File: config.mk
export PLATFORM = sky130hd
export DESIGN_NAME = inst_fetch
export DESIGN_NICKNAME = d
export VERILOG_FILES = /design/src/rtl/inst_fetch_pkg.sv /design/src/rtl/inst_fetch_buf.sv /design/src/rtl/inst_fetch.sv
export SDC_FILE = /design/constraint.sdc
export NUM_CORES = 1
export LEC_CHECK = 0
export BUFFER_PORTS_ARGS = -buffer_cell sky130_fd_sc_hd__buf_4
export CAP_MARGIN = 20
export CORE_ASPECT_RATIO = 1.1
export CORE_UTILIZATION = 45
export DETAILED_ROUTE_END_ITERATION = 6
export PLACE_DENSITY = 0.71
export SKIP_CTS_REPAIR_TIMING = 1
export SLEW_MARGIN = 20
export SYNTH_ARGS = -nofsm -noshare
export SYNTH_HDL_FRONTEND = slang
export SYNTH_SLANG_ARGS = --single-unit
File: constraint.sdc
create_clock -name clk -period 2.8 [get_ports clk]
set_input_delay 0.14 -clock clk [delete_from_list [all_inputs] [get_ports clk]]
set_output_delay 0.14 -clock clk [all_outputs]
set_load 0.005 [all_outputs]
File: src/rtl/inst_fetch_pkg.sv
// Shared types and constants for the instruction-fetch front end.
package inst_fetch_pkg;

  localparam int InstAddrW = 32;
  localparam int InstW     = 32;

  typedef logic [InstAddrW-1:0] inst_addr_t;
  typedef logic [InstW-1:0]     inst_t;

  localparam inst_t      ZEROWORD    = 32'h0000_0000;
  localparam logic       ChipEnable  = 1'b1;
  localparam logic       ChipDisable = 1'b0;
  localparam inst_addr_t PcStep      = 32'd4;

  typedef struct packed {
    inst_addr_t pc;
    inst_t      inst;
  } fetch_entry_t;

  // Instructions are word aligned; stray low address bits are dropped.
  function automatic inst_addr_t align_pc(input inst_addr_t pc);
    return pc & ~inst_addr_t'(32'h3);
  endfunction

endpackage

File: src/rtl/inst_fetch_buf.sv
// fetch_buf: 2-entry {pc,inst} FIFO between the ROM and decode.
// Latency: a pushed entry reaches the head on the next cycle when empty.
// Backpressure: push is ignored when full without a same-cycle pop; flush wins over push and pop.
module fetch_buf
  import inst_fetch_pkg::*;
(
  input  logic         clk,
  input  logic         rst,
  input  logic         push,
  input  logic         pop,
  input  logic         flush,
  input  fetch_entry_t push_dat,
  output logic         head_vld,
  output fetch_entry_t head_dat,
  output logic [1:0]   count
);

  fetch_entry_t mem [2];
  logic         rd_ptr;
  logic         wr_ptr;
  logic         pop_ok;
  logic         push_ok;

  assign head_vld = (count != 2'd0);
  assign pop_ok   = pop & head_vld;
  assign push_ok  = push & ((count < 2'd2) | pop_ok);

  always_ff @(posedge clk or negedge rst) begin
    if (!rst) begin
      rd_ptr <= 1'b0;
      wr_ptr <= 1'b0;
      count  <= 2'd0;
      mem[0] <= '0;
      mem[1] <= '0;
    end else if (flush) begin
      rd_ptr <= 1'b0;
      wr_ptr <= 1'b0;
      count  <= 2'd0;
    end else begin
      if (push_ok) begin
        mem[wr_ptr] <= push_dat;
        wr_ptr      <= ~wr_ptr;
      end
      if (pop_ok) begin
        rd_ptr <= ~rd_ptr;
      end
      count <= count + {1'b0, push_ok} - {1'b0, pop_ok};
    end
  end

  // An empty buffer presents a zero PC and a null instruction word.
  always_comb begin
    head_dat = '{pc: '0, inst: ZEROWORD};
    if (head_vld) begin
      head_dat = mem[rd_ptr];
    end
  end

endmodule

File: src/rtl/inst_fetch.sv
// inst_fetch: owns the PC, drives the instruction ROM, buffers words for decode.
// Latency: ROM word visible to decode 1 cycle after fetch; first fetch 2nd cycle after reset.
// Backpressure: fetch stalls (rom_ce_o low, PC held) while the 2-entry buffer is full.
module inst_fetch
  import inst_fetch_pkg::*;
#(
  parameter logic [31:0] RESET_PC = 32'h0000_0000
) (
  input  logic                 clk,
  input  logic                 rst,
  input  logic                 redirect_i,
  input  logic [InstAddrW-1:0] redirect_pc_i,
  output logic                 rom_ce_o,
  output logic [InstAddrW-1:0] rom_addr_o,
  input  logic [InstW-1:0]     rom_inst_i,
  output logic                 id_valid_o,
  input  logic                 id_ready_i,
  output logic [InstAddrW-1:0] id_pc_o,
  output logic [InstW-1:0]     id_inst_o
);

  typedef enum logic {
    S_BOOT = 1'b0,
    S_RUN  = 1'b1
  } state_e;

  state_e       state;
  inst_addr_t   pc;
  logic [1:0]   count;
  logic         pop;
  logic         space;
  logic         push;
  fetch_entry_t head_dat;

  assign pop   = id_valid_o & id_ready_i;
  assign space = (count < 2'd2) | ((count == 2'd2) & pop);

  // Redirect suppresses the fetch so the word at the stale PC is never captured.
  assign rom_ce_o   = ((state == S_RUN) & space & ~redirect_i) ? ChipEnable : ChipDisable;
  assign push       = rom_ce_o;
  assign rom_addr_o = pc;

  always_ff @(posedge clk or negedge rst) begin
    if (!rst) begin
      state <= S_BOOT;
      pc    <= RESET_PC;
    end else begin
      case (state)
        S_BOOT: begin
          state <= S_RUN;
          if (redirect_i) begin
            pc <= align_pc(redirect_pc_i);
          end
        end
        S_RUN: begin
          if (redirect_i) begin
            pc <= align_pc(redirect_pc_i);
          end else if (push) begin
            pc <= pc + PcStep;
          end
        end
        default: state <= S_BOOT;
      endcase
    end
  end

  fetch_buf u_fetch_buf (
    .clk      (clk),
    .rst      (rst),
    .push     (push),
    .pop      (pop),
    .flush    (redirect_i),
    .push_dat ('{pc: pc, inst: rom_inst_i}),
    .head_vld (id_valid_o),
    .head_dat (head_dat),
    .count    (count)
  );

  assign id_pc_o   = head_dat.pc;
  assign id_inst_o = head_dat.inst;

endmodule

# Word level (Yosys, flattened, before mapping)
# Cells that the tools add are included.
[totals]
register_bits = 165
latch_bits = 0
mem_bits_rw = 0
romBits = 0
input_bits = 68
out_inout_bits = 98
n_memories = 0
[classes]
addsub = 3
n_mul = 0
div_mod_pow = 0
n_lt_le_gt_ge = 4
eq_ne = 3
shift = 0
mux = 17
bitwise_logic = 14
reduce_logical = 6
[ops]
columns = ["cell", "count"]
rows = [
  ["two-way mux 64 bit", 5],
  ["bitwise mux 128 bit", 1],
  ["two-way mux 32 bit", 3],
  ["demux 64 bit (select 1 bit)", 1],
  ["case mux 32 bit (2 select lines)", 1],
  ["adder 32 x 3 -> 32 bit (second input constant)", 1],
  ["AND 1 bit", 6],
  ["nonzero test 2 bit", 3],
  ["two-way mux 1 bit", 5],
  ["greater-or-equal comparator 2 bit (second input constant)", 2],
  ["NOT 1 bit", 4],
  ["NOT 1 -> 2 bit", 2],
  ["AND reduction 2 bit", 2],
  ["!= test 3 x 2 -> 1 bit (second input constant)", 1],
  ["adder 2 x 1 -> 2 bit", 1],
  ["== test 2 bit (second input constant)", 1],
  ["less-than comparator 2 x 1 -> 1 bit (second input constant)", 1],
  ["less-than comparator 2 bit (second input constant)", 1],
  ["two-way mux 2 bit", 1],
  ["!= test 2 bit (second input constant)", 1],
  ["bitwise OR 1 bit", 2],
  ["subtractor 2 x 1 -> 2 bit", 1],
  ["logical AND 1 bit", 1],
]

# Longest topological paths before layout
# Gate-level depths: netlist (run 1).
[logic_depth]
depth_word = 11
depth_mapped = 9
ltp_nobuf = 8

# Modules after synthesis
# Synthesis (run 1) repeated with hierarchy kept, for this count alone.
[unflattened]
cells_unflattened = 655
area_unflattened_um2 = 7955.1
[modules_own_cells]
columns = ["mod", "n_inst", "cells_each", "area_per_inst_um2", "seq_area_each_um2"]
rows = [
  ["fetch_buf", 1, 438, 6092.1, 3303.2],
  ["inst_fetch", 1, 217, 1863.0, 775.7],
]

# Worst setup path before layout (run 1)
# Ideal clock, no wire load.
[synth_path]
kind = "flip-flop to flip-flop"
from = "register u_fetch_buf.count[1]"
to = "register u_fetch_buf.count[0]"
setup_ns = 0.132
arrival_ns = 1.844
required_time_ns = 2.668
slack_ns = 0.823
stages_incl_launch_ff = 9
path_buffers = 1
cell_sequence = "dfrtp_1 -> clkbuf_1 -> nor2_1 -> inv_1 -> and2_1 -> ha_1 -> inv_1 -> ha_1 -> nor2b_1"
[synth_via]
elab_chain_cells = 11
word_cells_on_any_way = 15
classes_between = "2 x add/sub; 1 x order compare; 1 x eq/ne; 2 x mux; 8 x bitwise; 1 x reduce/logical"
[synth_lines]
columns = ["element", "line", "text"]
rows = [
  ["start: declaration", "inst_fetch_buf.sv:15", "output logic [1:0] count"],
  ["start signal: assignment", "inst_fetch_buf.sv:47", "count <= count + {1'b0, push_ok} - {1'b0, pop_ok};"],
  ["nonzero test 2 bit (*)", "inst_fetch_buf.sv:24", "assign head_vld = (count != 2'd0);"],
  ["named net id_valid_o", "inst_fetch.sv:16", "output logic id_valid_o,"],
  ["AND 1 bit", "inst_fetch.sv:35", "assign pop = id_valid_o & id_ready_i;"],
  ["AND 1 bit", "inst_fetch.sv:36", "assign space = (count < 2'd2) | ((count == 2'd2) & pop);"],
  ["bitwise OR 1 bit", "inst_fetch.sv:36", ""],
  ["AND 1 bit (2 in a row)", "inst_fetch.sv:39", "assign rom_ce_o = ((state == S_RUN) & space & ~redirect_i) ? ChipEnable : ChipDisable;"],
  ["two-way mux 1 bit", "inst_fetch.sv:39", ""],
  ["AND 1 bit", "inst_fetch_buf.sv:26", "assign push_ok = push & ((count < 2'd2) | pop_ok);"],
  ["adder 2 x 1 -> 2 bit", "inst_fetch_buf.sv:47", ""],
  ["subtractor 2 x 1 -> 2 bit (*)", "inst_fetch_buf.sv:47", ""],
  ["two-way mux 2 bit (*)", "inst_fetch_buf.sv:35", "end else if (flush) begin"],
]
# The timed path passes the listed nets; every way through them passes the cells marked *.
# A chain may end at the register's enable or synchronous reset.

# Worst setup path after layout (run 1)
[layout_path]
from = "register u_fetch_buf.count[0]"
to = "register u_fetch_buf.mem[6] in the netlist's numbering"
[layout_via]
elab_chain_cells = 9
word_cells_on_any_way = 13
classes_between = "1 x order compare; 1 x eq/ne; 1 x mux; 8 x bitwise; 2 x reduce/logical"
[layout_lines]
columns = ["element", "line", "text"]
rows = [
  ["nonzero test 2 bit", "inst_fetch_buf.sv:24", ""],
  ["AND 1 bit", "inst_fetch.sv:35", ""],
  ["AND 1 bit", "inst_fetch.sv:36", ""],
  ["bitwise OR 1 bit", "inst_fetch.sv:36", ""],
  ["AND 1 bit (2 in a row)", "inst_fetch.sv:39", ""],
  ["two-way mux 1 bit", "inst_fetch.sv:39", ""],
  ["AND 1 bit (*)", "inst_fetch_buf.sv:26", ""],
  ["AND reduction 2 bit (no line) (*)", "--", ""],
  ["end signal: indexed assignment", "inst_fetch_buf.sv:41", "mem[wr_ptr] <= push_dat;"],
  ["end: declaration", "inst_fetch_buf.sv:18", "fetch_entry_t mem [2];"],
]
# Mark *: on every way between the ends. The rest lies on a longest branch, timed or not.

==> results.txt, run 1 <==
The post-route fraction of the period consumed by the critical path came out at 0.823. The min-delay analysis places its worst path in the category input pin to flop. STA classifies the critical path endpoint as a flop. Summed over all layers, the global routing overflow is 0. The most used flip-flop cell after synthesis is dfrtp_1.

The relative slew slack is 0.358. The via count of the first global-routing pass is 5949. Dividing the detail-routed via count by the number of cells gives around 5.5. The post-route clock skew is around 0.0075 ns.

The final weighted congestion in routability-driven placement is 0.860. The detailed-routing iteration count for the pre-antenna-repair pass is 5. The tool flagged a number of max-cap violations equal to 0. The first global-routing pass estimated roughly 31000 um of wire. In this run the critical register-to-register path is captured at u_fetch_buf.mem[6]. The aggregate routed wire length is 19500 um. The number of clock sinks is about 160.

The hold-critical path depth is 3. The clock latency on the worst-skew pair is a little over 0.4 ns. The post-synthesis cell type count came out at 55. The sum of negative setup slack is 0 ns.

In this run the core area contains 49 standard-cell rows. The final reports fail on hold timing. The synthesized-area fraction occupied by ao, oa, aoi and oai cells is 0.0643.

After layout, the minimum clock period comes to 2.30 ns. The largest stage delay on the critical path came out at around 0.43 ns. For this design, the slowest cell found on the critical path is dfrtp_1. The XOR/XNOR share of the synthesized area came out at 0.00918. The number of enable flip-flop cells after synthesis came out at 0. The cell at the root of the clock tree is clkbuf_16.

By area, the combinational part of the netlist is dominated by multiplexers. The share of the Yosys chip area taken by registers is 0.521. The startpoint identified for the worst register-to-register timing path is u_fetch_buf.count[0].

The fraction of registers with async set/reset came out at 1.00. The cell family contributing the most delay on the critical path is buffers and inverters. For the worst flop-to-flop path, the logic depth is 6.

The number of routed nets with antenna violations is 0. The floorplan die width is around 130 um. The tightest hold margin is -0.0106 ns.

The initial utilization of the core area, before any placement, comes to 0.463. STA classifies the critical path startpoint as a flop. STA puts the critical path data required time at 3.09 ns. The DRC violations left came out at 0. The net count of the finished layout is 910.

The DRC marker count from the first detailed-route iteration is 317. The via count of the routed design came out at ~5.8k. The maximum buffer depth of the clock tree came out at 2. The arrival time at the worst endpoint came out at 2.60 ns. Setup violations remaining at the end of the flow were counted as 0. The pin slew with the least headroom to its limit came out at 0.954 ns. The startpoint identified for the worst hold timing path is redirect_pc_i[25]. The total of flip-flops plus latches after synthesis is about 160. In this run the static leakage power is about 4.4 nW.

The floorplan step set the die height to between 100 and 150 um. The power per unit of standard cell area came out at 915 mW/mm^2. The worst voltage drop across the vdd grid came out at around 450 uV. Once detailed placement completed, the half-perimeter wirelength came to between 10000 and 15000 um. The worst reg-to-reg setup slack came out at roughly 0.50 ns. The final count of pins violating max slew is 0.

The mean area per synthesized cell is between 10 and 15 um^2. The core box area is approximately 0.016 mm^2. The buffers plus inverters on the worst setup path is 2. The number of levels in the clock H-tree came out at 4. The post-synthesis share of cell area spent on and, or, nand and nor gates came out at 0.0990. The initial antenna violation count came to 0. The die covers around 0.017 mm^2.

The area of the mapped netlist is about 0.0076 mm^2. The top-level port count is 166. TritonCTS built the clock tree. For this run, the top clock speed supported by timing is between 400 and 500 MHz. The detail-routed net length per standard cell came out at approximately 18 um.

The number of buffer cells added on primary ports is approximately 160. The final count of hold timing violations came out at 3. The number of synthesis warnings came out at 0. The maximum number of pins on one net before global-route repair came out at just over 70. The adder and majority cell fraction of the synthesized area is 0.00492. The layout overhead on the synthesized area is 32.1%. For hold timing, the worst endpoint is rom_addr_o[25]. The clock transition at the register clock pins on the worst setup and hold paths after CTS came out at around 0.060 ns. Setup repair after global routing left no endpoint under its margin. The worst setup path is of the flop to flop kind. The run finished, with violations left. The mux contribution to synthesized area is 0.266. Of all nets on the critical path, the largest fanout is 29. For this run, the total global-route usage over all layers was measured as 0.227.

Traced cell by cell, the critical path runs through nand2b_1, a21o_1, inv_2, and2_2, buf_4, mux2_2. The number of standard cells after synthesis is ~650. The share of layout cells above drive strength 1 came out at 0.392. 0 antenna diodes ended up in the layout.

The number of buffers created by CTS is 17.
[through the flow]
step           cells  instance area (um^2)   util  total power, W  setup slack (ns)
3_3_place_gp     980                  9040  0.548         0.00670             0.574
6_report        1056                 10100  0.611         0.00923             0.495
5_1_grt         1056                 10100  0.611         0.00976             0.389
4_1_cts         1012                  9640  0.585         0.00926             0.501
2_1_floorplan    648                  7640      -         0.00555             0.823
3_5_place_dp     980                  9040  0.548         0.00691             0.509
[final cells by class]
cell class | instances | area (um^2)
clock buffers | 22 | 464
inverters | 17 | 63.8
clock inverters | 10 | 136
fillers | 1292 | 6410
flip-flops and latches | 159 | 3980
multi-input cells | 429 | 3420
well taps | 204 | 255
repair buffers | 215 | 1770
[registers in the layout (all words and copies together), names as in the netlist]
name,flops
u_fetch_buf.count,2
u_fetch_buf.wr_ptr,1
u_fetch_buf.mem,124
u_fetch_buf.rd_ptr,1
state,1
rom_addr_o,30
[tightest hold or removal path, cell delays in order]
cell and delay [ns]:
buf_4 0.09, nand2_1 0.05, o311ai_0 0.08
[worst max path at each step]
stage | from | depth (start not counted) | end | slack [ns]
2_1_floorplan | u_fetch_buf.count[1] | 8 | u_fetch_buf.count[0] | 0.82
3_3_place_gp | u_fetch_buf.count[0] | 6 | u_fetch_buf.mem[8] | 0.57
3_5_place_dp | u_fetch_buf.count[0] | 6 | u_fetch_buf.mem[6] | 0.51
4_1_cts | u_fetch_buf.count[0] | 6 | u_fetch_buf.mem[6] | 0.50
5_1_grt | u_fetch_buf.count[0] | 6 | u_fetch_buf.mem[6] | 0.39
6_report | u_fetch_buf.count[0] | 6 | u_fetch_buf.mem[6] | 0.50
[cell usage in the layout (no fill, tap or decap), types with 13 or more instances in the layout]
| cell type | Yosys | final |
|---|---|---|
| buf_4 | 5 | 167 |
| inv_1 | 15 | 15 |
| nand3_1 | 13 | 13 |
| mux2_2 | 124 | 124 |
| nand2_1 | 13 | 13 |
| dlygate4sd3_1 | 0 | 44 |
| dfrtp_1 | 159 | 158 |
| mux2i_1 | 63 | 63 |
| clkbuf_16 | 0 | 17 |
| nor2_1 | 87 | 85 |
[cell families (layout without fill, tap and decap cells)]
logic type      count (synthesis)  count (layout)
compound gates                 67              67
mux                           187             187
flops                         159             159
other cells                     2               5
buf+inv                        60             264
simple gates                  159             159
xor+xnor                        8               8
fa+ha+maj                       3               3
[cells in the mapped netlist, types with 7 or more instances]
cell type    n  area (um^2)
a21oi_1      7         35.0
nand2_1     13         48.8
clkbuf_1    19         71.3
o31ai_1      7         52.6
mux2i_1     63          631
inv_1       15         56.3
buf_2       15         75.1
a31oi_1     10         62.6
dfrtp_1    159         3980
mux2_2     124         1400
nand4_1      8         50.1
o21ai_0      9         45.0
nor2_1      87          327
nand3_1     13         65.1
or4_1        7         52.6
[power breakdown]
part           total [W]  switching [W]  internal (W)  leakage (nW)
combinational    0.00306        0.00127       0.00179          2.23
clock            0.00233       0.000885       0.00145         0.286
sequential       0.00384       0.000641       0.00319          1.86
total            0.00923        0.00280       0.00643          4.38
[metal layers]
layer / global-route usage / up-vias / routed length, um / share of wire
met5: 0 / - / 0 / 0
met4: 0.101 / 0 / 409 / 0.021
met3: 0.0351 / 29 / 663 / 0.034
met2: 0.392 / 171 / 10200 / 0.52
met1: 0.281 / 2915 / 8210 / 0.42
li1: - / 2708 / - / -
Power figures use the tool's default switching activity.
==> run 2: changes to the inputs <==
Settings changed: ABC_AREA set to 1.
Clock period 2.8 ns to 2.3 ns, I/O delays scaled along.
==> results.txt, run 2 <==
Outcome: complete, but fails checks (unchanged). Violated checks: hold timing (unchanged). The cell at the root of the clock tree is clkbuf_16 (unchanged). The element type at the critical path start is a flop (unchanged). The predominant post-synthesis flop cell is dfrtp_1 (unchanged).

The mean area per synthesized cell is 7.54 um^2 (was 11.8 um^2). The post-layout minimum cycle time is between 2 and 2.5 ns. The area of the die is 0.0183 mm^2 (was 0.0175 mm^2). The final weighted congestion in routability-driven placement is 0.936 (was 0.860). The top-level port count came out at 166 (unchanged).

The maximum fanout encountered on the critical timing path was 62 (was 29). The count of fill cells added during filler insertion was 1571 (was 1292). The DRC marker count from the first detailed-route iteration came to 518 (was 317). The CTS tree is built (unchanged).

The final design utilization came to 0.602 (was 0.611). The worst voltage drop across the vdd grid came to 728 uV (was 455 uV). The row count came to 50 (was 49). The maximum number of pins on one net before global-route repair came to 125 (was 72). The maximum buffer depth of the clock tree is 2 (unchanged). The via count of the first global-routing pass came to 6722 (was 5949).

The layout overhead on the synthesized area was 29.4% (was 32.1%). The cell type contributing the most total cell area after synthesis is dfrtp_1 (unchanged). The relative slew slack came out at 0.627 (was 0.358). The detail-routed net length per standard cell came out at 14.6 um (was 18.4 um). The number of clock sinks is 159 (unchanged). The wire length of the first global-routing pass is 33800 um (was 30900 um). The worst flop-to-flop path endpoint is rom_addr_o[30] (was u_fetch_buf.mem[6]). Top library cells by usage in the layout, fill and taps aside: nand2_1 (375), buf_4 (163), dfrtp_1 (158) (was buf_4 (167), dfrtp_1 (158), mux2_2 (124)).

The maximum clock rate is just under 500 MHz. The number of standard cells after synthesis was 1062 (was 645). The max-capacitance violation count is 0 (unchanged). The most common cell in the netlist was nand2_1 (was dfrtp_1). The floorplan die width is 129 um (was 126 um). The largest register by flop count is u_fetch_buf.mem (unchanged).

The tightest hold margin came out at -0.0134 ns (was -0.0106 ns). The post-synthesis cell type count is 33 (was 55). The DRC violations left is 0 (unchanged). The arrival time at the worst endpoint came out at 1.93 ns (was 2.60 ns). Setup repair after global routing missed its margin: false (unchanged). The antenna cell count is 0 (unchanged). The worst reg2reg path startpoint is rom_addr_o[11] (was u_fetch_buf.count[0]). The net total in the final layout is 1308 (was 910). The initial antenna violation count is 0 (unchanged). The total of flip-flops plus latches after synthesis is 159 (unchanged). The clock latency on the worst-skew pair was 0.42 ns (was 0.41 ns). The standby leakage power is 5.13 nW (was 4.38 nW). The element type at the critical path end was an output port (was flop). The core box area was 0.0172 mm^2 (was 0.0165 mm^2). The capture point of the critical path was id_pc_o[20] (was u_fetch_buf.mem[6]). The number of synthesis warnings was 0 (unchanged). The via count normalized by instance count came out at 5.06 (was 5.51).

The share of layout cells above drive strength 1 is 0.180 (was 0.392). The number of buffers created by CTS came out at 17 (unchanged). The area of the mapped netlist came out at 0.00800 mm^2 (was 0.00763 mm^2).

The number of routed nets with antenna violations came out at 0 (unchanged). The worst min-delay path category was input pin to flop (unchanged). The type of the worst setup path is flop to output port (was flop to flop). The detailed-routing iteration count for the pre-antenna-repair pass is 4 (was 5). Top post-synthesis cells by area: dfrtp_1 (50%), nand2_1 (18%), o21ai_1 (5.9%), a21oi_1 (4.4%), nor2_1 (4.2%) (was dfrtp_1 (52%), mux2_2 (18%), mux2i_1 (8.3%), nor2_1 (4.3%), buf_2 (0.98%)).

The pin slew with the least headroom to its limit came out at 0.559 ns (was 0.954 ns). The sequential share of the synthesized area came to 0.497 (was 0.521). The largest stage delay on the critical path came to 0.55 ns (was 0.43 ns). Ordered list of cells on the worst path: inv_2, buf_12, nand2_1, a21oi_1, buf_4 (was nand2b_1, a21o_1, inv_2, and2_2, buf_4, mux2_2). The post-route clock skew came out at 0.0100 ns (was 0.00747 ns). The area share of the largest cell type after synthesis is 0.497 (was 0.521). The remaining global-route overflow came out at 0 (unchanged). The worst reg2reg path depth came out at 9 (was 6). The number of enable flip-flop cells after synthesis came out at 0 (unchanged). The initial core utilization came out at 0.465 (was 0.463).

The height of the chip came out at 142 um (was 139 um). The fraction of registers with async set/reset came to 1.00 (unchanged). The final count of hold timing violations is 3 (unchanged). The number of levels in the clock H-tree came out at 4 (unchanged). The area used by sequential logic in the layout is 0.00398 mm^2 (about the same).

The power per unit of standard cell area is 1070 mW/mm^2 (was 915 mW/mm^2). The worst reg-to-reg setup slack came out at 0.50 ns (about the same). The cell at the slowest stage of the critical path is dfrtp_2 (was dfrtp_1). The area of the multi-input gates came out at 0.00335 mm^2 (was 0.00342 mm^2). In the finished design, the share of the clock period the worst path needs comes to 0.889. The required time of the worst setup path came to 2.18 ns (was 3.09 ns). The via count of the routed design came out at 7507 (was 5823). The aggregate routed wire length came out at 21700 um (was 19500 um).

Cell types with the highest counts after synthesis: nand2_1 (375), dfrtp_1 (159), o21ai_1 (94) (was dfrtp_1 (159), mux2_2 (124), nor2_1 (87)). The sum of negative setup slack came to 0 ns (unchanged). The HPWL after detailed placement came out at 14000 um (was 13000 um). The overall routing resource usage came out at 0.238 (was 0.227). The final count of pins violating max slew is 0 (unchanged). The beginning of the critical path was u_fetch_buf.rd_ptr (was u_fetch_buf.count[0]). The most common cell after layout, fill and taps aside was nand2_1 (was buf_4).

The overall power came to 0.0111 W (was 0.00923 W). The flip-flop count of the largest register after layout is 124 (unchanged). The total of endpoints with negative setup slack in the final report is 0 (unchanged).

The clock transition at the register clock pins on the worst setup and hold paths after CTS came out at 0.07 ns (was 0.06 ns). The number of buffer cells added on primary ports came out at 159 (unchanged).
[run 2: worst max-delay path, delay by kind of cell (launching register included)]
kind | cells | cell delay (ns)
and+or+nand+nor | 1 | 0.08
AOI/OAI and AO/OA | 1 | 0.28
DFF | 1 | 0.55
buffers and inverters | 3 | 0.58
[run 2: metrics by stage]
stage / instances / setup WS, ns / hold WS (ns) / instance area [um^2]
6_report: 1483 / 0.255 / -0.0134 / 10400
3_5_place_dp: 1410 / 0.535 / 0.123 / 9340
5_1_grt: 1483 / 0.164 / 0.00274 / 10400
2_1_floorplan: 1065 / 0.639 / -0.181 / 8010
3_3_place_gp: 1410 / 0.558 / 0.117 / 9340
4_1_cts: 1441 / 0.267 / -0.324 / 9940
[run 2: metal layers]
metal / vias up / global-route usage / wire length, um
met2: 225 / 0.389 / 10500
li1: 3722 / - / -
met4: 0 / 0.0743 / 407
met5: - / 0 / 0
met1: 3539 / 0.316 / 9620
met3: 21 / 0.0490 / 1120
[run 2: power by group]
group / internal [W] / leakage (nW) / switching [W]
Combinational: 0.00167 / 2.90 / 0.00208
Clock: 0.00176 / 0.283 / 0.00111
Sequential: 0.00384 / 1.95 / 0.000657
[run 2: worst min-delay path by stage]
stage | startpoint | end | slack [ns] | depth (start not counted)
after floorplan | rst | rom_addr_o[10] | -0.18 | 0
after global placement | rst | u_fetch_buf.mem[26] | 0.12 | 1
after detailed placement | rst | u_fetch_buf.mem[90] | 0.12 | 1
after CTS | rst | u_fetch_buf.mem[90] | -0.32 | 1
after global routing | rom_inst_i[10] | u_fetch_buf.mem[74] | 0.003 | 3
final | rom_inst_i[10] | u_fetch_buf.mem[10] | -0.01 | 3
[run 2: layout make-up]
type	count	share of cell area
flip-flops and latches	159	0.384
multi-input cells	760	0.324
inverters	85	0.0308
well taps	234	0.0283
clock buffers	22	0.0448
repair buffers	214	0.175
clock inverters	9	0.0130
[run 2: logic make-up after synthesis]
group,after synthesis,synth area share
buffers and inverters,146,0.0863
and+or+nand+nor,525,0.263
AOI/OAI and AO/OA,224,0.144
adders and majority gates,3,0.00469
xor gates and xnor gates,3,0.00328
other,2,0.000938
DFF,159,0.497
